--- src/rtl/m_seg_decoder_pkg.sv ---
// Shared segment-pattern and character-code constants used by the character ROMs and the decoder.
// Patterns are active-low g..a (bit 0 = segment a); the decimal point is carried separately.
package m_seg_decoder_pkg;

  localparam int SEG_W  = 7;
  localparam int CODE_W = 5;

  localparam logic [SEG_W-1:0] SEG_0  = 7'h40;
  localparam logic [SEG_W-1:0] SEG_1  = 7'h79;
  localparam logic [SEG_W-1:0] SEG_2  = 7'h24;
  localparam logic [SEG_W-1:0] SEG_3  = 7'h30;
  localparam logic [SEG_W-1:0] SEG_4  = 7'h19;
  localparam logic [SEG_W-1:0] SEG_5  = 7'h12;
  localparam logic [SEG_W-1:0] SEG_6  = 7'h02;
  localparam logic [SEG_W-1:0] SEG_7  = 7'h78;
  localparam logic [SEG_W-1:0] SEG_8  = 7'h00;
  localparam logic [SEG_W-1:0] SEG_9  = 7'h10;
  localparam logic [SEG_W-1:0] SEG_A  = 7'h08;
  localparam logic [SEG_W-1:0] SEG_B  = 7'h03;
  localparam logic [SEG_W-1:0] SEG_C  = 7'h46;
  localparam logic [SEG_W-1:0] SEG_D  = 7'h21;
  localparam logic [SEG_W-1:0] SEG_E  = 7'h06;
  localparam logic [SEG_W-1:0] SEG_F  = 7'h0E;
  localparam logic [SEG_W-1:0] SEG_G  = 7'h42;
  localparam logic [SEG_W-1:0] SEG_H  = 7'h09;
  localparam logic [SEG_W-1:0] SEG_L  = 7'h47;
  localparam logic [SEG_W-1:0] SEG_Y  = 7'h11;
  localparam logic [SEG_W-1:0] SEG_P  = 7'h0C;
  localparam logic [SEG_W-1:0] SEG_U  = 7'h41;
  localparam logic [SEG_W-1:0] SEG_SP = 7'h7F;

  localparam logic [CODE_W-1:0] CH_0   = 5'h00;
  localparam logic [CODE_W-1:0] CH_1   = 5'h01;
  localparam logic [CODE_W-1:0] CH_2   = 5'h02;
  localparam logic [CODE_W-1:0] CH_3   = 5'h03;
  localparam logic [CODE_W-1:0] CH_4   = 5'h04;
  localparam logic [CODE_W-1:0] CH_5   = 5'h05;
  localparam logic [CODE_W-1:0] CH_6   = 5'h06;
  localparam logic [CODE_W-1:0] CH_7   = 5'h07;
  localparam logic [CODE_W-1:0] CH_8   = 5'h08;
  localparam logic [CODE_W-1:0] CH_9   = 5'h09;
  localparam logic [CODE_W-1:0] CH_A   = 5'h0A;
  localparam logic [CODE_W-1:0] CH_B   = 5'h0B;
  localparam logic [CODE_W-1:0] CH_C   = 5'h0C;
  localparam logic [CODE_W-1:0] CH_D   = 5'h0D;
  localparam logic [CODE_W-1:0] CH_E   = 5'h0E;
  localparam logic [CODE_W-1:0] CH_F   = 5'h0F;
  localparam logic [CODE_W-1:0] CH_G   = 5'h10;
  localparam logic [CODE_W-1:0] CH_H   = 5'h11;
  localparam logic [CODE_W-1:0] CH_L   = 5'h12;
  localparam logic [CODE_W-1:0] CH_Y   = 5'h13;
  localparam logic [CODE_W-1:0] CH_P   = 5'h14;
  localparam logic [CODE_W-1:0] CH_U   = 5'h15;
  localparam logic [CODE_W-1:0] CH_SP  = 5'h1E;
  localparam logic [CODE_W-1:0] CH_BAD = 5'h1F;

  typedef struct packed {
    logic              err;
    logic              dp;
    logic [CODE_W-1:0] code;
  } seg_entry_t;

  localparam int ENTRY_W = $bits(seg_entry_t);

  // Letter O reuses the digit-0 pattern, so both come back as CH_0.
  function automatic logic [CODE_W-1:0] seg_decode(input logic [SEG_W-1:0] seg);
    case (seg)
      SEG_0:   seg_decode = CH_0;
      SEG_1:   seg_decode = CH_1;
      SEG_2:   seg_decode = CH_2;
      SEG_3:   seg_decode = CH_3;
      SEG_4:   seg_decode = CH_4;
      SEG_5:   seg_decode = CH_5;
      SEG_6:   seg_decode = CH_6;
      SEG_7:   seg_decode = CH_7;
      SEG_8:   seg_decode = CH_8;
      SEG_9:   seg_decode = CH_9;
      SEG_A:   seg_decode = CH_A;
      SEG_B:   seg_decode = CH_B;
      SEG_C:   seg_decode = CH_C;
      SEG_D:   seg_decode = CH_D;
      SEG_E:   seg_decode = CH_E;
      SEG_F:   seg_decode = CH_F;
      SEG_G:   seg_decode = CH_G;
      SEG_H:   seg_decode = CH_H;
      SEG_L:   seg_decode = CH_L;
      SEG_Y:   seg_decode = CH_Y;
      SEG_P:   seg_decode = CH_P;
      SEG_U:   seg_decode = CH_U;
      SEG_SP:  seg_decode = CH_SP;
      default: seg_decode = CH_BAD;
    endcase
  endfunction

endpackage

--- src/rtl/m_seg_fifo.sv ---
// Generic DEPTH x WIDTH FIFO with synchronous flush; head data is read straight from storage.
// One cycle write-to-head latency; in_ready drops only when full and ignores out_ready.
module m_seg_fifo
  import m_seg_decoder_pkg::*;
#(
  parameter int DEPTH = 4,
  parameter int WIDTH = ENTRY_W
) (
  input  logic             clk,
  input  logic             rst_n,
  input  logic             clr,
  input  logic             in_valid,
  output logic             in_ready,
  input  logic [WIDTH-1:0] in_dat,
  output logic             out_valid,
  input  logic             out_ready,
  output logic [WIDTH-1:0] out_dat
);

  localparam int AW = (DEPTH > 1) ? $clog2(DEPTH) : 1;
  localparam logic [AW:0] FULL_CNT = (AW+1)'(DEPTH);

  logic [WIDTH-1:0] mem [DEPTH];
  logic [AW-1:0]    wr_ptr;
  logic [AW-1:0]    rd_ptr;
  logic [AW:0]      count;
  logic             push;
  logic             pop;

  assign in_ready  = (count != FULL_CNT);
  assign out_valid = (count != '0);
  assign push      = in_valid & in_ready;
  assign pop       = out_valid & out_ready;
  assign out_dat   = mem[rd_ptr];

  // Storage is reset so the head reads as zero straight out of reset.
  always_ff @(posedge clk or negedge rst_n) begin
    if (!rst_n) begin
      wr_ptr <= '0;
      rd_ptr <= '0;
      count  <= '0;
      for (int i = 0; i < DEPTH; i++) begin
        mem[i] <= '0;
      end
    end else if (clr) begin
      wr_ptr <= '0;
      rd_ptr <= '0;
      count  <= '0;
    end else begin
      if (push) begin
        mem[wr_ptr] <= in_dat;
        wr_ptr      <= wr_ptr + AW'(1);
      end
      if (pop) begin
        rd_ptr <= rd_ptr + AW'(1);
      end
      case ({push, pop})
        2'b10:   count <= count + (AW+1)'(1);
        2'b01:   count <= count - (AW+1)'(1);
        default: count <= count;
      endcase
    end
  end

endmodule

--- src/rtl/m_seg_decoder.sv ---
// Decodes active-low seven-segment patterns to character codes into a DEPTH-entry FIFO.
// One cycle accept-to-head latency; in_ready low only while full; err_cnt saturates at 255.
module m_seg_decoder
  import m_seg_decoder_pkg::*;
#(
  parameter int DEPTH = 4
) (
  input  logic       clk,
  input  logic       rst_n,
  input  logic       clr,
  input  logic       in_valid,
  output logic       in_ready,
  input  logic [7:0] in_dat,
  output logic       out_valid,
  input  logic       out_ready,
  output logic [4:0] out_code,
  output logic       out_dp,
  output logic       out_err,
  output logic [7:0] err_cnt
);

  seg_entry_t        wr_entry;
  seg_entry_t        rd_entry;
  logic [CODE_W-1:0] dec_code;
  logic              accept;

  assign dec_code = seg_decode(in_dat[SEG_W-1:0]);
  assign accept   = in_valid & in_ready;

  always_comb begin
    wr_entry      = '0;
    wr_entry.code = dec_code;
    wr_entry.dp   = ~in_dat[7];
    wr_entry.err  = (dec_code == CH_BAD);
  end

  m_seg_fifo #(
    .DEPTH (DEPTH),
    .WIDTH (ENTRY_W)
  ) u_fifo (
    .clk       (clk),
    .rst_n     (rst_n),
    .clr       (clr),
    .in_valid  (in_valid),
    .in_ready  (in_ready),
    .in_dat    (wr_entry),
    .out_valid (out_valid),
    .out_ready (out_ready),
    .out_dat   (rd_entry)
  );

  assign out_code = rd_entry.code;
  assign out_dp   = rd_entry.dp;
  assign out_err  = rd_entry.err;

  // Counts only patterns actually stored; a push dropped by clr does not count.
  always_ff @(posedge clk or negedge rst_n) begin
    if (!rst_n) begin
      err_cnt <= '0;
    end else if (clr) begin
      err_cnt <= '0;
    end else if (accept && wr_entry.err && (err_cnt != 8'hFF)) begin
      err_cnt <= err_cnt + 8'd1;
    end
  end

endmodule

--- config.mk ---
export PLATFORM = sky130hd
export DESIGN_NAME = m_seg_decoder
export DESIGN_NICKNAME = d
export VERILOG_FILES = /design/src/rtl/m_seg_decoder_pkg.sv /design/src/rtl/m_seg_fifo.sv /design/src/rtl/m_seg_decoder.sv
export SDC_FILE = /design/constraint.sdc
export NUM_CORES = 1
export LEC_CHECK = 0
export CAP_MARGIN = 40
export CORE_ASPECT_RATIO = 0.75
export CORE_UTILIZATION = 55
export CTS_CLUSTER_SIZE = 20
export DETAILED_ROUTE_END_ITERATION = 6
export GPL_TIMING_DRIVEN = 0
export PLACE_DENSITY_LB_ADDON = 0.3
export SYNTH_ARGS = -nofsm -noshare
export SYNTH_HDL_FRONTEND = slang
export SYNTH_SLANG_ARGS = --single-unit
--- constraint.sdc ---
create_clock -name clk -period 6.3 [get_ports clk]
set_input_delay 1.575 -clock clk [delete_from_list [all_inputs] [get_ports clk]]
set_output_delay 1.575 -clock clk [all_outputs]
set_load 0.1 [all_outputs]
== Word level (Yosys, flattened, before mapping) ==
Index checks and enable logic that the tools add are counted.
W data, S select, Z words.
Operators by class
  add/subtract/negate cells: 5
  multiply operators: 0
  divide/modulo/power cells: 0
  $lt $le $gt $ge: 3
  eq/ne operators: 27
  shifts and indexed selects: 0
  mux-type cells: 15
  bitwise operators: 6
  reductions and logical operators: 10
Operators with widths (number)
  $pmux W5 S23: 1
  $eq A7 B7 Y1 const B: 8
  $bwmux W28: 1
  $eq A7 B4 Y1 const B: 4
  $eq A7 B5 Y1 const B: 4
  $eq A7 B6 Y1 const B: 3
  $mux W7: 3
  $mux W8: 2
  $bmux W7 S2: 1
  $demux W7 S2: 1
  $eq A7 B2 Y1 const B: 2
  $add A8 B1 Y8 const B: 1
  $mux W2: 4
  $ne A8 B8 Y1 const B: 1
  $eq A7 B3 Y1 const B: 1
  $logic_not A7 Y1: 1
  $ge A3 B3 Y1 const B: 2
  $not A2 Y3: 2
  $pmux W3 S2: 1
  $reduce_bool A2 Y1: 3
  $reduce_bool A3 Y1: 2
  $eq A5 B5 Y1 const B: 1
  $add A2 B1 Y2 const B: 2
  $add A3 B1 Y3 const B: 1
  10 further kinds: 14
Storage, ports and cells
  register bits: 43
  bits in latches: 0
  memory bits (writable): 0
  memory bits (read-only): 0
  input port bits: 13
  logic and storage cells: 74
  memories kept: 0

== Logic depth before layout (Yosys ltp) ==
Gate-level depths: netlist (run 1).
  depth in word-level cells: 7
  gate-level depth with buffers: 9
  gate-level depth less buffers: 8

== By module ==
From an unflattened synthesis (run 1), not the netlist that was laid out.
Unflattened totals
  cells, all modules: 267
  area total of the unflattened synthesis: 2997.9 um^2
By module, submodules not included
  m_seg_fifo: instances 1, cells an instance 129, area an instance 1888.1 um^2, seq. area each 875.8 um^2
  m_seg_decoder: instances 1, cells an instance 138, area an instance 1109.8 um^2, seq. area each 200.2 um^2

== Least setup slack after synthesis (run 1) ==
Ideal clock, no wire load.
  path kind: input -> register
  from: input port in_dat[1]
  to: register err_cnt[6]
  library setup time: 125 ps
  arrival: 3161 ps
  setup slack: 3014 ps
  stages on the path: 7
  path through: buf_2 -> and4b_1 -> o21a_1 -> a221oi_4 -> nand2_1 -> nor4_1 -> mux2_2
On the way
  cells in the longest elaborated chain, start to end: 6
RTL lines
  from (decl): line m_seg_decoder.sv:13  | input logic [7:0] in_dat,
  $eq A7 B7 Y1, or another cell as far along: line m_seg_decoder_pkg.sv:67  | case (seg)
  $pmux W5 S23 (*): line m_seg_decoder_pkg.sv:67
  $eq A5 B5 Y1 (*): line m_seg_decoder.sv:34  | wr_entry.err = (dec_code == CH_BAD);
  $logic_and A1 B1 Y1 (*) (2 in series): line m_seg_decoder.sv:62  | end else if (accept && wr_entry.err && (err_cnt != 8'hFF)) begin
  $reduce_bool A2 Y1 (no line) (*)
  to (signal assigned): line m_seg_decoder.sv:63  | err_cnt <= err_cnt + 8'd1;
  to (decl): line m_seg_decoder.sv:19  | output logic [7:0] err_cnt
Mark *: on every way between the ends. The rest lies on a longest branch, timed or not.
A chain may end at the register's enable or synchronous reset.

== Worst setup path after layout (run 1) ==
  from: register u_fifo.rd_ptr[0]
  to: output port out_code[2]
On the way
  cells in the longest elaborated chain, start to end: 4
RTL lines
  from (decl): line m_seg_fifo.sv:25  | logic [AW-1:0] rd_ptr;
  from (signal assigned): line m_seg_fifo.sv:55  | rd_ptr <= rd_ptr + AW'(1);
  $not A2 Y3 (implied by the code): line m_seg_fifo.sv:34  | assign out_dat = mem[rd_ptr];
  $bmux W7 S2: line m_seg_fifo.sv:34
  $mux W7 (implied by the code) (2 in series): line m_seg_fifo.sv:34
  to (decl): line m_seg_decoder.sv:16  | output logic [4:0] out_code,
Every way passes these cells. The select of a mux whose other input is x is not followed.

==> summary.md, run 1 <==
| Metric | Value |
|---|---|
| Outcome | finished clean |
| Least-Margin Pin Slew | approximately 0.69 ns |
| Core footprint | roughly 0.0045 mm² |
| Clock Skew | ~0.0051 ns |
| Initial core utilization | 0.581 |
| Final hold viol count | 0 |
| Clock power share | 0.118 |
| Design Area, Final | about 0.0033 mm² |
| Wire length per cell | roughly 15 µm |
| Post-CTS sizing | 0 |
| Synth top cells by count | dfrtp_1, nand2_1, o21ai_0, nor2_1, mux2_2 |
| Initial antenna violation count | 0 |
| Hold buffer count at cts | 0 |
| IO Count | 30 |
| CTS buffer count | 5 |
| Die W | 82.0 µm |
| Area delta synth->final | 26.4% |
| Pint | 0.787 mW |
| Power share of the combinational group | 0.584 |
| Simple-gate share of the synthesized area | 0.225 |
| Critical path class | reg2out |
| Non-Filler Instances | 378 |
| Largest family of logic cells by synthesized area | simple AND/OR/NAND/NOR gates |
| Final HPWL DP | 4410 µm |
| Placed cell area | 0.00325 mm² |
| Worst EP arrival | 2.41 ns |
| Initial DRC Count | 128 |
| Hold Path Class | reg2reg |
| Pwr/cell area | 431 mW/mm² |
| Syn_nets | roughly 290 |
| Global-route wire length before repair | approximately 9600 µm |
| CP Max Fanout | 9 |
| Number of synthesis warnings | 0 |
| Top cells by area, synth | dfrtp_1, mux2_2, mux4_2 |
| CTS tree | done |
| CTS clk-pin slew, worst paths | 0.08 ns |
| Worst Hold Endpoint | u_fifo.mem[17]$_DFFE_PN0P_ |
| DR vias/cell | 5.80 |
| # H-tree levels | 2 |
| Cell Area, Synth | 0.00264 mm² |
| Clock root buffer master | clkbuf_8 |
| Mux contribution to synthesized area | 0.132 |
| Gate Count Post-Synth | 268 |
| Grt total ovfl | 0 |
| Post-synth EDFFs | 0 |
| Sw Ratio | 0.454 |
| Hold depth | 2 |
| Pins Over Slew Limit | 0 |
| Final wirelength | 5820 µm |
| Total track usage | 0.256 |
| Clock latency on the worst-skew pair | 0.29 ns |
| Die Y | 62.0 µm |
| Worst endpoint required time | 4.72 ns |
| DR DRC count | 0 |
| Max Cap Violations | 0 |
| R2R Setup Slk | 3.97 ns |
| NetSw | about 0.65 mW |
| Sequential share of power | 0.298 |
| DP Cell Count | 370 |
| Critical path capture point type | primary output |
| Core Rows | 21 |
| CTS max path bufs | 2 |
| Antenna cells | 0 |
| Count leader, synth | dfrtp_1 |
| Critical Path Start Type | flip-flop |
| Max Clock Freq | 0.251 GHz |
| Post-synth ARST share | 1.00 |
| RSZ-0062 raised after global routing | false |
| #FFs+latches synth | 43 |
| Max IR drop VDD | 444 µV |
| Largest net degree at the start of global routing | 32 |
| DR vias | 2192 |
| Hold Startpoint | u_fifo.mem[17]$_DFFE_PN0P_ |
| Pre-CTS setup slack | around 2.2 ns |
| Final Cycle Share | 0.633 |
| Post-route antenna net violation count | 0 |
| Worst r2r src | u_fifo.count[0]$_DFFE_PN0P_ |
| Synth top area share | 0.407 |
| CTS Sinks | 43 |
| FF-to-FF path depth | 8 |
| Setup Viol. Count Final | 0 |
| Layout cells sized above 1 | 0.212 |
| Post-layout nets | 339 |
| Number of detailed-route iterations in the first pass | 4 |
| Post-synth top area cell | dfrtp_1 |
| Synth Area in Compound Gates | 0.122 |
| Post-CTS Setup Inserts | 0 |
| Most used DFF post-synth | dfrtp_1 |
| R2R Path End | u_fifo.count[2]$_DFFE_PN0P_ |
| Minimum clock period | 3.98 ns |
| XOR/XNOR share of the synthesized area | 0.0365 |
| Final GP Congestion | 0.926 |
| Static leakage | around 1.4 nW |
| Total Neg Setup Slack | 0 ns |
| Worst Hold Slack | 0.485 ns |
| Final WS setup | 2.32 ns |
| Slew headroom | 0.537 |
| Synthesized area per cell | just under 10 µm² |
| I/O Buffers | 27 |
| Cell variety after synth | 50 |
| Post-synthesis adder-cell area fraction | 0.0313 |
| Die area | 0.00509 mm² |
| Vias in the first global route | ~2000 |
| Seq/Total Area, Yosys | 0.407 |
-- worst max-delay path by stage --
stage	start	to	slack, ns	cells past startpoint
after detailed placement	in_dat[3]	err_cnt[6]$_DFFE_PN0P_	2.23	8
after global placement	in_dat[3]	err_cnt[6]$_DFFE_PN0P_	2.22	8
final	u_fifo.rd_ptr[0]$_DFFE_PN0P_	out_code[2]	2.32	4
after global routing	u_fifo.rd_ptr[0]$_DFFE_PN0P_	out_code[2]	2.20	4
after CTS	u_fifo.rd_ptr[0]$_DFFE_PN0P_	out_code[2]	2.28	4
after floorplan	in_dat[1]	err_cnt[6]$_DFFE_PN0P_	3.01	7
-- power groups by stage --
stage / Sequential, mW / Combinational, mW / Clock, mW
3_3_place_gp: 0.427 / 0.687 / 0
6_report: 0.429 / 0.841 / 0.170
4_1_cts: 0.429 / 0.846 / 0.174
3_5_place_dp: 0.435 / 0.844 / 0
2_1_floorplan: 0.431 / 0.552 / 0
5_1_grt: 0.442 / 0.895 / 0.184
-- layout by cell type (no fill, tap or decap), drive strengths merged, types with 7 or more instances in the layout --
| cell type | n |
|---|---|
| a21oi | 10 |
| buf | 28 |
| clkbuf | 16 |
| clkdlybuf4s50 | 26 |
| dfrtp | 43 |
| mux2 | 16 |
| mux4 | 7 |
| nand2 | 34 |
| nand3 | 9 |
| nor2 | 17 |
| o21ai | 21 |
| xnor2 | 7 |
-- registers in the layout, summed over array words and instances, names as in the netlist --
name	cells
u_fifo.mem	28
u_fifo.count	3
err_cnt	8
u_fifo.rd_ptr	2
u_fifo.wr_ptr	2
-- per-stage QoR --
step / power, mW / util
after floorplan: 0.983 / -
after global placement: 1.11 / 0.656
after detailed placement: 1.28 / 0.716
after CTS: 1.45 / 0.735
after global routing: 1.52 / 0.735
final: 1.44 / 0.735
-- critical path: stages, from the launching register on --
cell and delay [ns]:
dfrtp_1 0.33, clkbuf_1 0.53, mux4_2 0.59, clkdlybuf4s50_1 0.47, buf_8 0.19
-- cell type report --
type	count	area, µm²
clock inverters	2	12.5
fillers	326	1210
repair buffers	45	541
inverters	6	22.5
flip-flops and latches	43	1080
multi-input cells	200	1450
clock buffers	6	72.6
well taps	57	71.3
plain buffers	19	98.8
-- cells by family after synthesis --
family,after synthesis
buffers and inverters,25
muxes,24
and+or+nand+nor,110
adders and majority gates,6
xor gates and xnor gates,11
DFF,43
AOI/OAI and AO/OA,49
-- routing by layer --
layer,global-route usage,up-vias,part of all wire,routed length (µm)
met5,0,-,0,0
met4,0.0702,0,0.0048,28
met3,0.0511,2,0.066,383
met2,0.414,81,0.45,2630
met1,0.356,1035,0.48,2780
li1,-,1074,-,-
No activity file was read; power rests on OpenSTA's default activity.
==> run 2, diff against run 1 <==
- clock period: 6.3 -> 4 ns (I/O delays scaled with it)
==> results of run 2 <==
The final DEF is identical to that of run 1. Status: finished clean.
Among the figures that moved: setup slack after placement 2.23 ns -> 0.504 ns; setup slack after layout 2.32 ns -> 0.590 ns; register-to-register setup slack 3.97 ns -> 1.67 ns; total power 1.44 mW -> 2.27 mW; worst IR drop on VDD 444 µV -> 700 µV
==> run 3, diff against run 2 <==
- CAP_MARGIN: 40 -> 20
==> run 3 against run 2 <==
Net effect: clock power up 1%; sequential share of layout area rose by 2.7 points; final cell count is 4.5% lower; highest routed layer unchanged; critical path type unchanged; power down 9.7%; sequential power barely moved; non-clock buffer count down 17; maximum frequency is 9.0% lower; combinational power shrank 17%; hold slack worse by 0.0022 ns.
==> summary.md, run 3 (synthesis results as in run 1) <==
| Metric | Value |
|---|---|
| Outcome | finished clean |
| Worst r2r src | u_fifo.count[2]$_DFFE_PN0P_ |
| Finished Core Util | 0.679 |
| Vias in the first global route | 2014 |
| Met3 wire length | 265 µm |
| Hold depth | 2 |
| CP Max Fanout | 9 |
| Max Cap Violations | 0 |
| CP max stage delay | between 0.9 and 1 ns |
| Minimum clock period | between 3 and 4 ns |
| Core footprint | 0.00455 mm² |
| CTS Sinks | 43 |
| Commonest non-fill, non-tap cells in the layout | dfrtp_1, nand2_1, clkdlybuf4s50_1 |
| Hold Startpoint | u_fifo.mem[20]$_DFFE_PN0P_ |
| Worst EP arrival | 2.75 ns |
| Worst Hold Endpoint | u_fifo.mem[20]$_DFFE_PN0P_ |
| Pint | 1.06 mW |
| NetSw | 0.987 mW |
| Top Metal Used | met4 |
| Grt total ovfl | 0 |
| FF-to-FF path depth | 9 |
| CTS tree | done |
| Top reg by flops | u_fifo.mem |
| Die area | roughly 0.005 mm² |
| Final hold viol count | 0 |
| Pins Over Slew Limit | 0 |
| Post-layout nets | ~320 |
| Critical Path Start Type | flip-flop |
| Final HPWL DP | 4140 µm |
| Initial core utilization | 0.581 |
| Sw Ratio | 0.481 |
| Clock Skew | 0.00475 ns |
| Largest net degree at the start of global routing | 32 |
| Number of detailed-route iterations in the first pass | 4 |
| Layout cells sized above 1 | 0.168 |
| Final wirelength | 5540 µm |
| Hold Path Class | reg2reg |
| Total Power | 2.05 mW |
| Least-Margin Pin Slew | approximately 0.98 ns |
| Clock latency on the worst-skew pair | between 0.2 and 0.3 ns |
| Clock power share | 0.133 |
| Sequential share of power | 0.330 |
| Post-route antenna net violation count | 0 |
| Sequential cell area | between 0.001 and 0.0015 mm² |
| I/O Buffers | 27 |
| Antenna cells | 0 |
| Final GP Congestion | 0.926 |
| R2R Path End | u_fifo.count[2]$_DFFE_PN0P_ |
| IO Count | 30 |
| Max IR drop VDD | 558 µV |
| Die Y | 62.0 µm |
| Fill count | roughly 360 |
| DR vias/cell | 5.81 |
| Slowest CP cell | clkdlybuf4s50_1 |
| Slew headroom | 0.346 |
| Core Rows | 21 |
| Pwr/cell area | 664 mW/mm² |
| Critical path class | reg2out |
| Initial antenna violation count | 0 |
| Post-CTS Setup Inserts | 0 |
| DR vias | 2096 |
| Multi-input logic area | 0.00145 mm² |
| CTS clk-pin slew, worst paths | 0.08 ns |
| Worst endpoint required time | 3.00 ns |
| Critical path capture point type | primary output |
| Static leakage | 1.28 nW |
| Total Neg Setup Slack | 0 ns |
| DR DRC count | 0 |
| Largest regs | u_fifo.mem: 28 flops, err_cnt: 8 flops, u_fifo.count: 3 flops |
| Clock root buffer master | clkbuf_8 |
| CTS buffer count | 5 |
| Max Clock Freq | ~0.27 GHz |
| Met1 WL | about 2900 µm |
| Area delta synth->final | 16.7% |
| Setup Viol. Count Final | 0 |
| Post-CTS sizing | 0 |
| Crit. Startpoint | u_fifo.rd_ptr[0]$_DFFE_PN0P_ |
| Total track usage | 0.241 |
| RSZ-0062 raised after global routing | false |
| Die W | 82.0 µm |
| # H-tree levels | 2 |
| Final Cycle Share | 0.937 |
| Met2 wire len | 2390 µm |
| Worst Hold Slack | 0.482 ns |
| Global-route wire length before repair | between 9000 and 10000 µm |
| R2R Setup Slk | 1.71 ns |
| Wire length per cell | roughly 15 µm |
| Initial DRC Count | 91 |
| CP Cell Sequence | clkbuf_1, mux4_2, clkdlybuf4s50_1 |
| Max FFs per register | 28 |
| Power share of the combinational group | 0.537 |
| Hold buffer count at cts | 0 |
| Most common cell after layout, fill and taps aside | dfrtp_1 |
| CTS max path bufs | 2 |
-- run 3: changes by cell type in the layout (fill, tap and decap cells not counted), sizes merged --
cell  change
buf      -17
-- run 3: worst max-delay path by stage --
stage                                   to  slack [ns]  depth (start not counted)
floorplan           err_cnt[6]$_DFFE_PN0P_        1.29                          7
finish                         out_code[4]        0.25                          3
detailed placement  err_cnt[6]$_DFFE_PN0P_        0.48                          8
global placement    err_cnt[6]$_DFFE_PN0P_        0.50                          8
global route                   out_code[0]        0.12                          3
CTS                            out_code[4]        0.21                          3
-- run 3: layout make-up --
cell class	instances	share of cell area
buffer	19	0.0320
clock buffer	6	0.0235
clock inverter	2	0.00406
inverter	6	0.00730
multi-input combinational	200	0.469
sequential	43	0.349
tap	57	0.0231
timing repair buffer	28	0.0925
-- run 3: power by group through the flow --
stage	clock network (mW)	registers [mW]	logic (mW)
floorplan	0	0.678	0.870
finish	0.272	0.676	1.10
global route	0.289	0.696	1.18
detailed placement	0	0.685	1.11
global placement	0	0.673	1.08
CTS	0.279	0.676	1.11
-- run 3: worst max-delay path, delay by kind of cell, from the launching register on --
kind | cells | cell delay [ns]
flops | 1 | 0.33
buf+inv | 2 | 1.52
mux | 1 | 0.60
-- run 3: through the flow --
step	setup WS, ns	instance area [µm²]	std cells
final	0.254	3080	361
after global routing	0.122	3080	361
after CTS	0.208	3080	361
after detailed placement	0.483	3000	353
after global placement	0.500	2980	352
after floorplan	1.29	2640	268
-- run 3: per-layer routing --
metal,GRT usage,vias up
li1,-,1035
met1,0.343,1004
met2,0.375,55
met3,0.0555,2
met4,0.0576,0
met5,0,-
==> RTL change 1: new RTL, config.mk and constraints of run 3 <==
`DEPTH` is set to 4 in 2 places; all go to 8.
--- a/src/rtl/m_seg_fifo.sv
+++ b/src/rtl/m_seg_fifo.sv
@@ -4,5 +4,5 @@
   import m_seg_decoder_pkg::*;
 #(
-  parameter int DEPTH = 4,
+  parameter int DEPTH = 8,
   parameter int WIDTH = ENTRY_W
 ) (
--- a/src/rtl/m_seg_decoder.sv
+++ b/src/rtl/m_seg_decoder.sv
@@ -4,5 +4,5 @@
   import m_seg_decoder_pkg::*;
 #(
-  parameter int DEPTH = 4
+  parameter int DEPTH = 8
 ) (
   input  logic       clk,
Behaviour: not the same (Yosys sat finds a counterexample within 10 cycles, from zero or initial values and one cycle with rst_n low).
==> RTL change 1 against run 3 <==
Final area grew 53%; core utilization down 0.76 points; synthesized area grew 57%; largest power group unchanged; setup slack got worse by 95 ps; power grew 41%; highest routed layer unchanged; sequential cell count grew 31; routed wire length is 68% higher; non-clock buffer count rose by 13.
==> RTL change 1: results (changes against run 3) <==
| Metric | Value |
|---|---|
| Status | finished, final reports clean |
| XOR/XNOR share of the synthesized area | 0.0233 (-0.0132) |
| Global-route wire length before repair | 15.6 mm (+70%) |
| Synth area leaders | dfrtp_1, mux4_2, mux2_2 |
| Post-placement cell area | 4540 µm² (+52%) |
| Largest net degree at the start of global routing | 60 (+88%) |
| Post-Syn Area per Cell | 10.1 µm² (+2.8%) |
| Pre-CTS setup slack | -47.2 ps (-530 ps) |
| Drt total wl | 9.29 mm (+68%) |
| Sequential cell area | 1850 µm² (+72%) |
| LEAKAGE | 2.02 nW (+58%) |
| Seq/total area | 0.393 (+0.0439) |
| Clock buf count | 9 (+3) |
| P_seq | 0.00106 W (+57%) |
| Nets | 464 (+44%) |
| Critical path peak fanout | 10 (+1) |
| Clk sinks | 74 (+72%) |
| GRT Total Usage | 0.260 (+0.0194) |
| Commonest cells in the netlist | dfrtp_1, nand2_1, o21ai_0, a21oi_1 |
| Peak supply drop | 0.000390 V (-30%) |
| Synth Area in Compound Gates | 0.141 (+0.0191) |
| Relative max-transition margin | 0.344 (-0.00249) |
| Signal buffers | 60 (+28%) |
| Register share of total power | 0.367 (+0.037) |
| Multi-In Gates | 292 (+46%) |
| P_int | 0.00163 W (+53%) |
| Non-filler instance count after layout | 547 (+52%) |
| Synth cell types | 59 (+18%) |
| Area of the multi-input gates | 2080 µm² (+44%) |
| DPL Wire Length | 6.59 mm (+59%) |
| # placed instances | 533 (+51%) |
| Post-Synthesis Cells | 408 (+52%) |
| Top Registers | u_fifo.mem (56), err_cnt (8), u_fifo.count (4) |
| Number of global-route vias before repair | 3,125 (+55%) |
| Clock skew | 9.06 ps (+4.31 ps) |
| Seq/Total Area, Yosys | 0.448 (+0.0405) |
| Power share of the combinational group | 0.439 (-0.098) |
| Non-clk invs | 8 (+2) |
| # port buffers | 26 (-3.7%) |
| GPL Wtd Cong | 0.850 (-8.2%) |
| H-tree lvl count | 3 (+1) |
| Clock network area share | 0.0387 (+0.0112) |
| Synth Net Count | 427 (+49%) |
[RTL change 1: metal layers]
metal / global-route usage / wire [µm] / share of wire / vias up
met5: 0 / 0 / 0 / -
met4: 0.0471 / 89 / 0.0096 / 0
met3: 0.0574 / 504 / 0.054 / 11
met2: 0.406 / 4370 / 0.47 / 102
met1: 0.376 / 4320 / 0.46 / 1640
li1: - / - / - / 1564
[RTL change 1: worst paths after layout]
kind                                        from               to  slack, ps  depth (start not counted)
worst max register to register   u_fifo.count[1]  u_fifo.count[3]       1320                         10
min in group asynchronous                  rst_n   u_fifo.mem[50]        490                          1
worst min-delay path              u_fifo.mem[55]   u_fifo.mem[55]        480                          2
worst min register to register    u_fifo.mem[55]   u_fifo.mem[55]        480                          2
max in group asynchronous                  rst_n   u_fifo.mem[11]       2960                          2
worst max-delay path            u_fifo.rd_ptr[1]      out_code[0]        160                          4
[RTL change 1: critical path: stages (launching register included)]
cell and delay (ps):
dfrtp_1 560, clkbuf_1 570, mux4_2 350, mux2_2 150, dlygate4sd2_1 840
==> RTL change 2: new RTL, flow settings as in run 3 <==
Made on the original files. Reset style: synchronous (`rst_n`), changed in 2 clocked blocks.
--- a/src/rtl/m_seg_fifo.sv
+++ b/src/rtl/m_seg_fifo.sv
@@ -35,5 +35,5 @@
 
   // Storage is reset so the head reads as zero straight out of reset.
-  always_ff @(posedge clk or negedge rst_n) begin
+  always_ff @(posedge clk) begin
     if (!rst_n) begin
       wr_ptr <= '0;
--- a/src/rtl/m_seg_decoder.sv
+++ b/src/rtl/m_seg_decoder.sv
@@ -55,5 +55,5 @@
 
   // Counts only patterns actually stored; a push dropped by clr does not count.
-  always_ff @(posedge clk or negedge rst_n) begin
+  always_ff @(posedge clk) begin
     if (!rst_n) begin
       err_cnt <= '0;
Behaviour: differs if rst_n is asserted again (counterexample within 4 cycles, from zero or initial values and one cycle with rst_n low); with rst_n held inactive, the same outputs for 4 cycles.
==> RTL change 2 against run 3 <==
Routed wire length is 3.1% higher; synthesized area is 1.6% lower; final area is 1.3% lower; setup slack better by 99 ps; sequential cell count is 2 higher; critical endpoint is now out_code[1]; critical path depth stayed put.
Power is not compared: it rests on default switching activity, and its combinational part moved more than twofold at a synthesized area within 25%.
==> RTL change 2: results (changes against run 3) <==
| Metric | Value |
|---|---|
| Layout cells sized above 1 | 0.100 (-0.0678) |
| Worst Setup EP | out_code[1] |
| Min Clock Period, post-route | 3650 ps (-98.6 ps) |
| GRT Total Usage | 0.249 (+0.00871) |
| Routing usage on met2 | 0.357 (-0.0183) |
| FF-to-FF Start | u_fifo.count[0] |
| DPL Wire Length | 4.08 mm (-1.5%) |
| Global-route wire length before repair | 9.07 mm (-0.83%) |
| Filler cells | 339 (-6.1%) |
| Commonest cells in the netlist | nor2_1, edfxtp_1, dfxtp_1, nand2_1, nand3_1 |
| Drt pass-1 iters | 5 (+1) |
| Synth Net Count | 281 (-2.1%) |
| Synth Area in Compound Gates | 0.133 (+0.0111) |
| Routing usage on met1 | 0.357 (+0.0134) |
| Status | finished, final reports clean |
| Critical path peak fanout | 7 (-2) |
| Drt total wl | 5.71 mm (+3.1%) |
| Vias | 2,218 (+5.8%) |
| Synth area leaders | edfxtp_1, dfxtp_1, nor2_1 |
| GPL Wtd Cong | 0.886 (-4.4%) |
| Post-synth ARST share | 0 (-1.00) |
| Post-synth EDFFs | 28 (+28) |
| Pre-CTS setup slack | 199 ps (-283 ps) |
| Synth cell types | 55 (+10%) |
| R2R Setup Slk | 1690 ps (-20 ps) |
| Adder-Cell Fraction of Synth Area | 0.0173 (-0.0139) |
| # port buffers | 26 (-3.7%) |
| Nets | 315 (-2.2%) |
| Vias per cell | 6.21 (+7.0%) |
| Clock skew | 5.46 ps (+0.709 ps) |
| Worst r2r path cells | 6 (-3) |
==> RTL change 2: cell type report <==
type	instances	area share
sequential	45	0.388
tap	57	0.0234
timing repair buffer	27	0.0871
buffer	20	0.0349
clock buffer	6	0.0238
clock inverter	2	0.0115
inverter	4	0.00493
multi-input combinational	196	0.426
==> RTL change 2: worst min-delay path by stage <==
stage | startpoint | to | cells after the start
detailed placement | u_fifo.count[2] | u_fifo.count[2] | 2
global placement | err_cnt[5] | err_cnt[5] | 2
floorplan | u_fifo.count[2] | u_fifo.count[2] | 2
global route | err_cnt[5] | err_cnt[5] | 2
finish | u_fifo.count[2] | u_fifo.count[2] | 2
CTS | u_fifo.count[2] | u_fifo.count[2] | 2
==> RTL change 2: where the power goes <==
group / switching [W] / leakage, nW / internal, W
registers: 0.00000662 / 0.429 / 0.000510
logic: 0.000136 / 0.629 / 0.0000618
clock network: 0.000149 / 0.0552 / 0.000185
total: 0.000292 / 1.11 / 0.000757
==> RTL change 2: layer usage <==
layer | wire length [µm] | vias to the layer above
li1 | - | 1066
met2 | 2560 | 101
met1 | 2640 | 1036
met5 | 0 | -
met4 | 104 | 0
met3 | 408 | 15
==> RTL change 2: per-stage QoR <==
stage | hold slack, ps | instance area (µm²)
finish | 511 | 3040
global route | 561 | 3040
CTS | 510 | 3040
global placement | 487 | 2930
floorplan | 467 | 2600
detailed placement | 497 | 2930
==> RTL change 2: worst max-delay path, stage by stage, from the launching register on <==
cell and delay (ps):
dfxtp_1 310, clkbuf_1 460, mux4_2 600, clkdlybuf4s50_1 980
